==> config.mk <==
export PLATFORM = sky130hd
export DESIGN_NAME = obstacle_gen
export DESIGN_NICKNAME = d
export VERILOG_FILES = /design/src/rtl/obstacle_gen.sv
export SDC_FILE = /design/constraint.sdc
export NUM_CORES = 1
export LEC_CHECK = 0
export CORE_MARGIN = 2
export CORE_UTILIZATION = 35
export CTS_CLUSTER_DIAMETER = 40
export DETAILED_ROUTE_END_ITERATION = 16
export DONT_BUFFER_PORTS = 1
export PLACE_DENSITY = 0.55
export SYNTH_ARGS = -nofsm -noshare
export SYNTH_HDL_FRONTEND = slang
export SYNTH_SLANG_ARGS = --single-unit
==> constraint.sdc <==
create_clock -name clk -period 9.25 [get_ports clk]
set_input_delay 0.925 -clock clk [delete_from_list [all_inputs] [get_ports clk]]
set_output_delay 0.925 -clock clk [all_outputs]
set_load 0.005 [all_outputs]
==> src/rtl/obstacle_gen.sv <==
// obstacle_gen: scrolling obstacle-pair generator with LFSR gap placement and pass scoring.
// Five pairs of slots (2k top, 2k+1 bottom) spawn at the right edge and scroll left each run frame.
module obstacle_gen #(
   parameter int          SCREEN_W       = 640,
   parameter int          OBS_W          = 40,
   parameter int          GAP_H          = 160,
   parameter int          SCROLL_SPEED   = 4,
   parameter int          SPAWN_INTERVAL = 90,
   parameter int          UPPER_BOUND    = 20,
   parameter int          LOWER_BOUND    = 460,
   parameter int          PLAYER_X_LEFT  = 160,
   parameter logic [15:0] LFSR_SEED      = 16'hACE1
) (
   input  logic             clk,
   input  logic             rst,
   input  logic [1:0]       gamemode,
   output logic [9:0][9:0]  obstacle_x_left,
   output logic [9:0][9:0]  obstacle_x_right,
   output logic [9:0][8:0]  obstacle_y_up,
   output logic [9:0][8:0]  obstacle_y_down,
   output logic [9:0]       score
);
   localparam logic [9:0]  XS = 10'(SCREEN_W);
   localparam logic [9:0]  XE = 10'(SCREEN_W + OBS_W);
   localparam logic [9:0]  SS = 10'(SCROLL_SPEED);
   localparam logic [9:0]  PX = 10'(PLAYER_X_LEFT);
   localparam logic [8:0]  YU = 9'(UPPER_BOUND);
   localparam logic [8:0]  YL = 9'(LOWER_BOUND);
   localparam logic [8:0]  GH = 9'(GAP_H);
   localparam logic [15:0] SL = 16'(SPAWN_INTERVAL - 1);

   logic [15:0]     lfsr, spawn_cnt;
   logic [4:0]      valid, passed, free_sel, retire, pass;
   logic [4:0][9:0] xl_nx, xr_nx;
   logic [8:0]      gap_top;
   logic [10:0]     score_sum;
   logic            run, spawn;

   always_comb begin
      run = gamemode == 2'b01;
      spawn = run && spawn_cnt == SL;
      free_sel = ~valid & (valid + 5'd1);
      gap_top = YU + 9'(lfsr[7:0]);
      score_sum = {1'b0, score};
      for (int k = 0; k < 5; k++) begin
         retire[k] = obstacle_x_right[2*k] <= SS;
         xr_nx[k] = obstacle_x_right[2*k] - SS;
         xl_nx[k] = obstacle_x_left[2*k] > SS ? obstacle_x_left[2*k] - SS : 10'd0;
         pass[k] = valid[k] && !retire[k] && !passed[k] && xr_nx[k] < PX;
         score_sum = score_sum + 11'(pass[k]);
      end
   end

   always_ff @(posedge clk)
      lfsr <= rst ? LFSR_SEED : {lfsr[14:0], lfsr[15] ^ lfsr[13] ^ lfsr[12] ^ lfsr[10]};

   // pause/crash modes fall through both branches and hold every register
   always_ff @(posedge clk) begin
      if (rst || gamemode == 2'b00) begin
         spawn_cnt <= SL;
         valid <= '0;
         passed <= '0;
         score <= '0;
         obstacle_x_left <= '0;
         obstacle_x_right <= '0;
         obstacle_y_up <= '0;
         obstacle_y_down <= '0;
      end else if (run) begin
         spawn_cnt <= spawn_cnt == SL ? '0 : spawn_cnt + 16'd1;
         score <= score_sum > 11'd999 ? 10'd999 : score_sum[9:0];
         for (int k = 0; k < 5; k++) begin
            if (spawn && free_sel[k]) begin
               valid[k] <= 1'b1;
               passed[k] <= 1'b0;
               obstacle_x_left[2*k] <= XS;
               obstacle_x_left[2*k+1] <= XS;
               obstacle_x_right[2*k] <= XE;
               obstacle_x_right[2*k+1] <= XE;
               obstacle_y_up[2*k] <= YU;
               obstacle_y_down[2*k] <= gap_top;
               obstacle_y_up[2*k+1] <= gap_top + GH;
               obstacle_y_down[2*k+1] <= YL;
            end else if (valid[k] && retire[k]) begin
               valid[k] <= 1'b0;
               passed[k] <= 1'b0;
               obstacle_x_left[2*k] <= '0;
               obstacle_x_left[2*k+1] <= '0;
               obstacle_x_right[2*k] <= '0;
               obstacle_x_right[2*k+1] <= '0;
               obstacle_y_up[2*k] <= '0;
               obstacle_y_down[2*k] <= '0;
               obstacle_y_up[2*k+1] <= '0;
               obstacle_y_down[2*k+1] <= '0;
            end else if (valid[k]) begin
               obstacle_x_left[2*k] <= xl_nx[k];
               obstacle_x_left[2*k+1] <= xl_nx[k];
               obstacle_x_right[2*k] <= xr_nx[k];
               obstacle_x_right[2*k+1] <= xr_nx[k];
               if (pass[k]) passed[k] <= 1'b1;
            end
         end
      end
   end
endmodule

==> results.sh <==
export IMPL_outcome="completed"
export IMPL_powerDensity_mw_per_mm2=206
export IMPL_crit_chain="inv_1, ha_1, or3b_2, nor3_1, xnor2_1, and4_1, fa_1, inv_1, fa_1, inv_1, ha_1, fa_1, a21oi_1, nor2_1, a2111oi_0, a22oi_1, a31o_2"
export IMPL_grtUsageMet3_pct=5.60
export IMPL_synth_edff_count=0
export IMPL_startpoint="obstacle_x_right[53]$_SDFFE_PP0P_"
export IMPL_routed_wl_mm=31.7
export IMPL_fin_util_pct=36.4
export IMPL_tightest_slew_ns=1.03
export IMPL_worst_ep_arrival_time_ns=5.70
export IMPL_async_flop_share_pct=0
export IMPL_r2r_start="obstacle_x_right[53]$_SDFFE_PP0P_"
export IMPL_skew_ns=0.0133
export IMPL_min_from="lfsr[14]$_SDFF_PP0_"
export IMPL_cpPeakStageDelay_ns=0.72
export IMPL_cts_tree="yes"
export IMPL_grt_pass1_vias=8471
export IMPL_met1_usage_pct=22.6
export IMPL_die_w_um=186
export IMPL_period_needed_ns=5.30
export IMPL_htree_levels=2
export IMPL_p_seq_share_pct=37.4
export IMPL_initialDrtViolationCount=437
export IMPL_combPwrFrac_pct=6.1
export IMPL_path_clk_slew_ns=0.05
export IMPL_leakage_nw=4.57
export IMPL_num_vias=9059
export IMPL_die_h_um=186
export IMPL_synthToLayoutAreaGrowth_pct=2.48
export IMPL_max_cap_viol_count=0
export IMPL_irDropWorstVdd_mv=0.132
export IMPL_grt_setup_unrepaired="false"
export IMPL_switching_share_pct=24.9
export IMPL_grt_antenna_before_repair=1
export IMPL_globalRouteOverflowTotal=0
export IMPL_clockBufferDepth=3
export IMPL_place_inst=1589
export IMPL_first_pass_iters=5
export IMPL_hp_class="flip-flop to flip-flop"
export IMPL_ant_nets=0
export IMPL_grt_busiest_layer="met2"
export IMPL_syn_area_per_cell_um2=8.67
export IMPL_clkPwrFrac_pct=56.5
export IMPL_row_count=66
export IMPL_wl_per_cell_um=19.2
export IMPL_clock_sinks=202
export IMPL_crit_slowest_cell="a2111oi_0"
export IMPL_drive_gt1_share_pct=10.8
export IMPL_io_pins=394
export IMPL_cts_root_buf="clkbuf_16"
export IMPL_fmax_ghz=0.189
export IMPL_cts_buffers=39
export IMPL_synth_top_flop_cell="dfxtp_1"
export IMPL_gp_congestion=0.811
export IMPL_yosys_register_bits=202
export IMPL_synthDistinctLibCells=90
export IMPL_power_internal_mw=1.83
export IMPL_post_cts_buffers=0
export IMPL_reg2regPathDepth=17
export IMPL_postCtsHoldBufs=0
export IMPL_p_sw_uw=608
export IMPL_drc_errors=0
export IMPL_critPathMaxFanout=8
export IMPL_start_util_pct=35.5
export IMPL_slew_violations=0
export IMPL_netlist_instances=1332
export IMPL_final_common_cell="dfxtp_1"
export IMPL_synth_warnings=0
export IMPL_end_kind="flip-flop"
export IMPL_grt_start_max_net_pins=65
export IMPL_postCtsResizedCells=0
export IMPL_grt_util_met2_pct=27.8
export IMPL_fin_nets=1223
export IMPL_num_antenna_cells=0
export IMPL_coreArea_mm2=0.0325
export IMPL_viasPerCell=5.47
export IMPL_fp_dieArea_mm2=0.0345
export IMPL_grt_usage_pct=17.8
export IMPL_grt_pass1_wl_mm=48.4
export IMPL_crit_type="flip-flop to flip-flop"
export IMPL_insertion_delay_ns=0.52
export IMPL_worstPathRequired_ns=9.65
export IMPL_worstHoldPathCells=1
export IMPL_start_kind="flip-flop"
export IMPL_dpl_hpwl_mm=21.7
export IMPL_slew_headroom_pct=30.7
export IMPL_timing_setup_tns_ns=0
export IMPL_stdcell_count=1656
export IMPL_synth_seq_area_share_pct=35.0
export IMPL_finalSetupViolations=0
export IMPL_syn_area_mm2=0.0116
export IMPL_period_share_pct=57.3
export IMPL_hold_viol_final=0
export IMPL_io_buffers=0
export IMPL_layout_common_cells="dfxtp_1, nor2_1, conb_1, a21oi_1, a22o_1"
-- cells by family (layout without fill, tap and decap cells) --
kind of cell | count (synthesis) | after routing | synth area share (%)
other | 1 | 85 | 0.0325
buffers and inverters | 337 | 135 | 18.9
and+or+nand+nor | 387 | 387 | 18.6
adders and majority gates | 31 | 31 | 3.55
DFF | 202 | 202 | 35.0
xor gates and xnor gates | 38 | 38 | 2.88
AOI/OAI and AO/OA | 333 | 333 | 20.7
muxes | 3 | 3 | 0.271
-- power groups by stage --
stage,combinational [mW],clock (mW),sequential [mW]
2_1_floorplan,0.149,0,0.920
3_3_place_gp,0.148,0,0.932
3_5_place_dp,0.149,0,0.932
4_1_cts,0.149,1.42,0.915
5_1_grt,0.167,1.46,0.917
6_report,0.149,1.38,0.914
-- Yosys cell counts, types with 12 or more instances --
| cell type | count | area (um2) |
|---|---|---|
| a211oi_1 | 16 | 120 |
| a21oi_1 | 75 | 375 |
| a22o_1 | 53 | 464 |
| a31oi_1 | 19 | 119 |
| and3_1 | 15 | 93.8 |
| buf_2 | 19 | 95.1 |
| buf_4 | 226 | 1700 |
| clkbuf_1 | 30 | 113 |
| dfxtp_1 | 202 | 4040 |
| ha_1 | 28 | 350 |
| inv_1 | 49 | 184 |
| nand2_1 | 51 | 191 |
| nand3_1 | 27 | 135 |
| nor2_1 | 99 | 372 |
| nor2b_1 | 19 | 119 |
| nor3_1 | 49 | 245 |
| nor4_1 | 23 | 144 |
| o21ai_0 | 43 | 215 |
| o31ai_1 | 12 | 90.1 |
| or3_1 | 14 | 87.6 |
| or4_1 | 12 | 90.1 |
| xnor2_1 | 25 | 219 |
| xor2_1 | 13 | 114 |
-- metal layers --
layer  routed length [um]  vias up
li1                     -     4229
met1                13900     4335
met2                14100      416
met3                 2670       79
met4                 1070        0
met5                    0        -
-- worst paths after layout --
kind                            to  slack, ns
max reg2reg  score[3]$_SDFFE_PP0P_       3.95
min reg2reg    lfsr[15]$_SDFF_PP1_       0.42
min            lfsr[15]$_SDFF_PP1_       0.42
max          score[3]$_SDFFE_PP0P_       3.95
-- per-stage QoR --
step	hold WS, ns	worst slack [ns]	power [mW]	cell area [um2]
floorplan	0.389	4.40	1.07	11900
global placement	0.394	4.06	1.08	10600
detailed placement	0.396	3.99	1.08	10600
CTS	0.417	3.94	2.48	11800
global route	0.441	3.49	2.54	11800
finish	0.415	3.95	2.44	11800
-- worst max-delay path: cells and delay by family (launching register included) --
family | cells | cell delay (ns)
adder cells (fa/ha/maj) | 5 | 1.91
AO/OA/AOI/OAI | 4 | 1.47
AND/OR/NAND/NOR | 4 | 1.05
flip-flops | 1 | 0.40
buffers and inverters | 3 | 0.23
XOR/XNOR | 1 | 0.12
-- area by class of cell --
| class | instances | area (um2) |
|---|---|---|
| multi-input combinational | 877 | 5650 |
| inverter | 51 | 191 |
| tap | 442 | 553 |
| sequential | 202 | 4040 |
| timing repair buffer | 17 | 128 |
| clock buffer | 50 | 1070 |
| fill | 3347 | 20700 |
| clock inverter | 17 | 210 |
-- registers in the layout (all words and copies together), names as in the netlist --
register	flops
lfsr	16
obstacle_x_left	40
obstacle_x_right	45
obstacle_y_down	20
obstacle_y_up	50
passed	5
score	10
spawn_cnt	16
Power figures use the tool's default switching activity.
